**src/rtl/arm_mem_pkg.sv**
```systemverilog
// Shared types and constants for the unified memory port arbiter.
package arm_mem_pkg;

  localparam int MEM_W = 32;

  localparam logic PORT_CORE = 1'b0;
  localparam logic PORT_DMA  = 1'b1;

  typedef enum logic [1:0] {
    IDLE   = 2'd0,
    ACCESS = 2'd1,
    DONE   = 2'd2
  } memarb_state_t;

endpackage

```
**src/rtl/mem_arb_pick.sv**
```systemverilog
// Combinational winner selection for the memory port.
// MEMARB_RR_EN selects round-robin; otherwise the core has fixed priority.
module mem_arb_pick
  import arm_mem_pkg::*;
(
  input  logic core_req,
  input  logic dma_req,
  input  logic last_grant,
  output logic grant
);

`ifdef MEMARB_RR_EN
  always_comb begin
    grant = PORT_CORE;
    if (core_req && dma_req) begin
      grant = (last_grant == PORT_CORE) ? PORT_DMA : PORT_CORE;
    end else if (dma_req) begin
      grant = PORT_DMA;
    end
  end
`else
  logic unused_last_grant;
  assign unused_last_grant = last_grant;

  always_comb begin
    grant = PORT_CORE;
    if (dma_req && !core_req) begin
      grant = PORT_DMA;
    end
  end
`endif

endmodule

```
**src/rtl/mem_port_arbiter.sv**
```systemverilog
// Shares the single memory port between the core and a DMA/loader master.
// MEMARB_RR_EN enables round-robin arbitration (default build: core priority).
//
// Handshake: a requester raises req with we/adr/wdata stable and keeps them
// until its rdy pulses for one cycle; rdata is valid with rdy and held until
// that port's next completion. Requests are only sampled in IDLE.
module mem_port_arbiter
  import arm_mem_pkg::*;
#(
  parameter int MEM_LAT = 1
) (
  input  logic             clk,
  input  logic             reset,
  input  logic             core_req,
  input  logic             core_we,
  input  logic [MEM_W-1:0] core_adr,
  input  logic [MEM_W-1:0] core_wdata,
  output logic             core_rdy,
  output logic [MEM_W-1:0] core_rdata,
  input  logic             dma_req,
  input  logic             dma_we,
  input  logic [MEM_W-1:0] dma_adr,
  input  logic [MEM_W-1:0] dma_wdata,
  output logic             dma_rdy,
  output logic [MEM_W-1:0] dma_rdata,
  output logic             MemWrite,
  output logic [MEM_W-1:0] Adr,
  output logic [MEM_W-1:0] WriteData,
  input  logic [MEM_W-1:0] ReadData,
  output logic [1:0]       dbg_state
);

  localparam int CNT_W = (MEM_LAT < 1) ? 1 : $clog2(MEM_LAT + 1);
  localparam logic [CNT_W-1:0] CNT_LOAD = CNT_W'(MEM_LAT - 1);

  if (MEM_LAT < 1) begin : g_bad_lat
    $error("mem_port_arbiter: MEM_LAT must be at least 1");
  end

  memarb_state_t    state, state_next;
  logic [CNT_W-1:0] cnt;
  logic             lat_we;
  logic             lat_port;
  logic             any_req;
  logic             grant;
  logic             last_grant;

  assign any_req = core_req || dma_req;

  mem_arb_pick u_pick (
    .core_req   (core_req),
    .dma_req    (dma_req),
    .last_grant (last_grant),
    .grant      (grant)
  );

`ifdef MEMARB_RR_EN
  always_ff @(posedge clk or negedge reset) begin
    if (!reset) begin
      last_grant <= PORT_DMA;
    end else if (state == IDLE && any_req) begin
      last_grant <= grant;
    end
  end
`else
  assign last_grant = PORT_DMA;
`endif

  always_ff @(posedge clk or negedge reset) begin
    if (!reset) begin
      state <= IDLE;
    end else begin
      state <= state_next;
    end
  end

  always_comb begin
    state_next = state;
    case (state)
      IDLE:    if (any_req) state_next = ACCESS;
      ACCESS:  if (cnt == '0) state_next = DONE;
      DONE:    state_next = IDLE;
      default: state_next = IDLE;
    endcase
  end

  // The write strobe fires only while cnt still holds its load value,
  // i.e. in the first ACCESS cycle, so each write hits memory exactly once.
  always_comb begin
    MemWrite  = (state == ACCESS) && lat_we && (cnt == CNT_LOAD);
    core_rdy  = (state == DONE) && (lat_port == PORT_CORE);
    dma_rdy   = (state == DONE) && (lat_port == PORT_DMA);
    dbg_state = state;
  end

  // Adr/WriteData are the latched request fields, so they hold between accesses.
  always_ff @(posedge clk or negedge reset) begin
    if (!reset) begin
      cnt        <= '0;
      lat_we     <= 1'b0;
      lat_port   <= PORT_CORE;
      Adr        <= '0;
      WriteData  <= '0;
      core_rdata <= '0;
      dma_rdata  <= '0;
    end else begin
      if (state == IDLE && any_req) begin
        lat_port  <= grant;
        lat_we    <= (grant == PORT_CORE) ? core_we : dma_we;
        Adr       <= (grant == PORT_CORE) ? core_adr : dma_adr;
        WriteData <= (grant == PORT_CORE) ? core_wdata : dma_wdata;
        cnt       <= CNT_LOAD;
      end else if (state == ACCESS) begin
        if (cnt != '0) begin
          cnt <= cnt - CNT_W'(1);
        end else if (!lat_we) begin
          if (lat_port == PORT_CORE) begin
            core_rdata <= ReadData;
          end else begin
            dma_rdata <= ReadData;
          end
        end
      end
    end
  end

endmodule

```
**config.mk**
```make
export PLATFORM = sky130hd
export DESIGN_NAME = mem_port_arbiter
export DESIGN_NICKNAME = d
export VERILOG_FILES = /design/src/rtl/arm_mem_pkg.sv /design/src/rtl/mem_arb_pick.sv /design/src/rtl/mem_port_arbiter.sv
export SDC_FILE = /design/constraint.sdc
export NUM_CORES = 1
export LEC_CHECK = 0
export BUFFER_PORTS_ARGS = -buffer_cell sky130_fd_sc_hd__buf_2
export CAP_MARGIN = 25
export CORE_AREA = 2 2 115 117
export CTS_BUF_LIST = sky130_fd_sc_hd__clkbuf_8
export DETAILED_ROUTE_END_ITERATION = 8
export DIE_AREA = 0 0 117 119
export GPL_TIMING_DRIVEN = 0
export PLACE_DENSITY = 0.87
export SETUP_SLACK_MARGIN = 0.2
export SLEW_MARGIN = 20
export SYNTH_ARGS = -nofsm -noshare
export SYNTH_HDL_FRONTEND = slang
export SYNTH_SLANG_ARGS = --single-unit
```
**constraint.sdc**
```tcl
create_clock -name clk -period 4.4 [get_ports clk]
set_input_delay 0.88 -clock clk [delete_from_list [all_inputs] [get_ports clk]]
set_output_delay 0.88 -clock clk [all_outputs]
set_load 0.1 [all_outputs]
```
# Yosys cells after proc, flatten, opt, wreduce, memory -nomap -nowiden
# Index checks and enable logic that the tools add are counted.
[op_classes]
n_eq_ne = 4
bitwise = 4
reduce_logical = 13
muxes = 10
n_addsub = 1
[ops]
columns = ["cell", "n"]
rows = [
  ["two-way mux 32 bit", 2],
  ["AND reduction 5 bit", 2],
  ["logical AND 1 bit", 6],
  ["two-way mux 1 bit", 5],
  ["two-way mux 2 bit", 2],
  ["!= test 2 bit, second input constant", 2],
  ["NOT 1 bit", 4],
  ["one-hot mux 2 bit (2 select lines)", 1],
  ["equality test 2 x 1 -> 1 bit, second input constant", 1],
  ["equality test 2 bit, second input constant", 1],
  ["logical NOT 2 bit", 1],
  ["AND reduction 2 bit", 1],
  ["nonzero test 2 bit", 1],
  ["logical NOT 1 bit", 1],
  ["logical OR 1 bit", 1],
  ["subtractor 1 bit, second input constant", 1],
]
[word_totals]
output_inout_bits = 133
in_bits = 166
regBits = 133
elab_cells = 40

# Depth between registers and ports, before layout
[logic_depth]
word_depth = 4
depth_mapped = 5
ltp_nobuf = 3

# Hierarchy
# A second synthesis with hierarchy kept.
[hier_totals]
hier_cells = 358
hier_area_um2 = 5736.8
[by_module_without_submodules]
columns = ["mod", "instances", "seq_area_each_um2", "area_per_inst_um2", "cells_each"]
rows = [
  ["mem_port_arbiter", 1, 3303.2, 5723.0, 357],
  ["mem_arb_pick", 1, 0.0, 13.8, 1],
]

# Worst setup path after synthesis
# No wires, ideal clock.
[synth_timing]
kind = "register to output"
from = "register state[1], in the netlist dbg_state[1]"
to = "output core_rdy"
required_time_ns = 3.520
stages_incl_launch_ff = 2
t_arrival_ns = 3.289
path_slack_ns = 0.231
n_path_buf = 0
path_cell_list = "dfrtp_1 -> nor3b_1"
[synth_between]
elab_chain_cells = 2
[synth_rtl]
columns = ["element", "line_no", "text"]
rows = [
  ["from (decl)", "mem_port_arbiter.sv:40", "memarb_state_t state, state_next;"],
  ["from (signal assigned)", "mem_port_arbiter.sv:73", "state <= state_next;"],
  ["equality test 2 bit", "mem_port_arbiter.sv:91", "core_rdy = (state == DONE) && (lat_port == PORT_CORE);"],
  ["logical AND 1 bit", "mem_port_arbiter.sv:91", ""],
  ["to (decl)", "mem_port_arbiter.sv:18", "output logic core_rdy,"],
]
# Every way passes these cells.

# Final worst setup path
[layout_timing]
from = "register lat_port"
to = "output core_rdy"
[layout_between]
elab_chain_cells = 2
[layout_rtl]
columns = ["element", "line_no", "text"]
rows = [
  ["from (decl)", "mem_port_arbiter.sv:43", "logic lat_port;"],
  ["from (signal assigned)", "mem_port_arbiter.sv:108", "lat_port <= grant;"],
  ["NOT 1 bit", "-", ""],
  ["logical AND 1 bit", "mem_port_arbiter.sv:91", ""],
]
# Every way passes these cells.

==> run_results.csv <==
group,metric,value,unit
run_status,status,"finished, final reports clean",
cts,clkTransAtPathRegs,0.08,ns
floorplan,initial_utilization,46.7,%
logic_synthesis,syn_area,0.00601,mm^2
timing,worst_pin_slew,0.592,ns
setup_path,max_stage_delay,0.49,ns
cts,clk_latency,0.43,ns
final_layout,multi_input_area,0.00250,mm^2
logic_synthesis,avgSynthCellArea,16.8,um^2
global_route,grt_pass1_wl,22600,um
logic_synthesis,synth_most_common_cell,"dfrtp_1",
placement,place.gp.congestion,0.809,
logic_synthesis,synthTopCellsByArea,"dfrtp_1 55%, mux2_2 21%, mux2_4 15%, mux2_1 4.3%, buf_6 3.0%",
logic_synthesis,synthTopCellsByCount,"132 x dfrtp_1, 112 x mux2_2, 59 x mux2_4",
logic_synthesis,syn_inst,358,
final_layout,final_util,63.5,%
drt,wirelength,14600,um
logic_synthesis,netlist-cell-type-count,17,
setup_path,crit_buf_inv,1,
timing,relSlewSlack,60.5,%
timing,drv_slew,0,
setup_path,worstPathCellList,"nor3b_1 -> buf_2",
timing,setup_viol,0,
logic_synthesis,ys_seq_area_share,55.0,%
drt,drt-initial-drc-count,134,
timing,setup-tns-final,0,ns
cts,post_cts_buffers,0,
setup_path,critPathRequiredTime,3.52,ns
drt,viasPerCell,4.87,
cts,cts_tree,"done",
cts,cts_max_level,4,
global_route,overflow,0,
drt,drc,0,
cts,cts_resized,0,
setup_path,setup.worst_path.end_class,"primary output",
cts,ctsRootBufferMaster,"clkbuf_8",
setup_path,cpMaxStageDelayCell,"buf_2",
timing,setup_ws,1.89,ns
final_layout,ff_latch_area,0.00330,mm^2
timing,grt_setup_unrepaired,"no",
logic_synthesis,yosysWarningCount,0,
logic_synthesis,synth_enable_flop_cells,0,
final_layout,fillCellCount,957,
logic_synthesis,yosysTopAreaCell,"dfrtp_1",
logic_synthesis,synth_top_flop_cell,"dfrtp_1",
logic_synthesis,synth_top_area_share,55.0,%
floorplan,die_h,119,um
setup_path,startpoint_type,"flip-flop",
floorplan,die_w,117,um
setup_path,critPathKind,"reg -> out",
logic_synthesis,syn-num-nets,524,
setup_path,critical_path.max_fanout,5,
timing,timing.fmax,399,MHz
final_layout,nets,842,
drt,num_vias,4216,
timing,fin_hold_ws,0.428,ns
final_layout,drive_gt1_share,76.1,%
drt,ant_nets,0,
logic_synthesis,synth_seq_cells,132,
global_route,grt_pass1_vias,4529,
global_route,grt_util_all_layers,21.3,%
placement,pre_cts_slack,2.05,ns
job,maxCapViolCount,0,
timing,fin_crit_sh,57.0,%
cts,cts_buffers,17,
timing,clock_skew,0.00594,ns
global_route,grt_max_degree,71,
global_route,antenna_found_initial,1,
drt,drt_pass1_iterations,4,
floorplan,rows,42,
cts,cts_hold_buf,0,
cts,cts.sinks,132,
floorplan,dieArea,0.0139,mm^2
logic_synthesis,synth-async-reset-ratio,100,%
setup_path,critical-path-top-delay-family,"buffers and inverters",
floorplan,io_pins,299,
timing,fin_crit,2.51,ns
setup_path,cp_data_arrival_time,1.63,ns
timing,hold_viol,0,
worst_hold_path,min_path_type,"in -> async",
placement,dp_hpwl,11400,um
cts,cts_buffer_depth,2,
drt,wl_per_cell,16.9,um
final_layout,area_growth,36.0,%
placement,io_buffer_count,298,
floorplan,core_area,0.0129,mm^2
[cells by family after synthesis]
| kind of cell | after synthesis | synth area share (%) |
|---|---|---|
| compound gates | 3 | 0.292 |
| buf+inv | 21 | 3.46 |
| flops | 132 | 55.0 |
| mux | 194 | 40.0 |
| simple gates | 8 | 1.23 |
[sequential cells by signal, indices dropped and copies added (netlist names)]
signal and count:
core_rdata 32, dma_rdata 32, Adr 32, dbg_state 2, lat_we 1, WriteData 32, lat_port 1
[stage by stage]
step	instances	instance area, um^2
final	866	8170
after global routing	865	8170
after CTS	865	8170
after detailed placement	833	7750
after global placement	832	7720
after floorplan	358	6010
[routing by layer]
| layer | GRT usage (%) | vias to the layer above | share of wire (%) |
|---|---|---|---|
| met4 | 6.54 | 0 | 1.5 |
| met3 | 7.74 | 21 | 8.5 |
| met1 | 23.6 | 2077 | 37 |
| met5 | 0 | - | 0 |
| met2 | 37.6 | 194 | 53 |
| li1 | - | 1924 | - |
[path summary, 6_finish.rpt]
check                      slack, ns                         end                       start  cells past startpoint
min in group clk                0.48  core_rdata[23]$_DFFE_PN0P_  core_rdata[23]$_DFFE_PN0P_                      1
min                             0.43  core_rdata[23]$_DFFE_PN0P_                       reset                      1
min reg2reg                     0.48  core_rdata[23]$_DFFE_PN0P_  core_rdata[23]$_DFFE_PN0P_                      1
max in group asynchronous       3.23         Adr[21]$_DFFE_PN0P_                       reset                      2
max reg2reg                     2.62          Adr[7]$_DFFE_PN0P_    dbg_state[1]$_DFFE_PN0P_                      5
max                             1.89                    core_rdy        lat_port$_DFFE_PN0P_                      2
[layout by cell type (no fill, tap or decap), drive strengths merged]
master | synthesis | final
clkbuf | 1 | 20
and2 | 1 | 1
o21a | 1 | 1
clkinvlp | 0 | 4
bufinv | 0 | 3
clkinv | 0 | 3
mux2 | 194 | 194
nor2b | 2 | 2
dfrtp | 132 | 132
and3b | 2 | 2
buf | 20 | 319
nor2 | 1 | 1
diode | 0 | 1
a21oi | 2 | 2
nor3b | 2 | 2
inv | 0 | 3
[final cells by class]
| type | instances | area share (%) |
|---|---|---|
| Antenna cell | 1 | 0.0306 |
| Buffer | 21 | 2.54 |
| Clock buffer | 19 | 3.20 |
| Clock inverter | 13 | 1.91 |
| Multi-Input combinational cell | 205 | 30.6 |
| Sequential cell | 132 | 40.4 |
| Tap cell | 176 | 2.69 |
| Timing Repair Buffer | 299 | 18.7 |
Power is not shown: default switching activity piles up to over one toggle a cycle in this logic, so the estimate is an artifact.
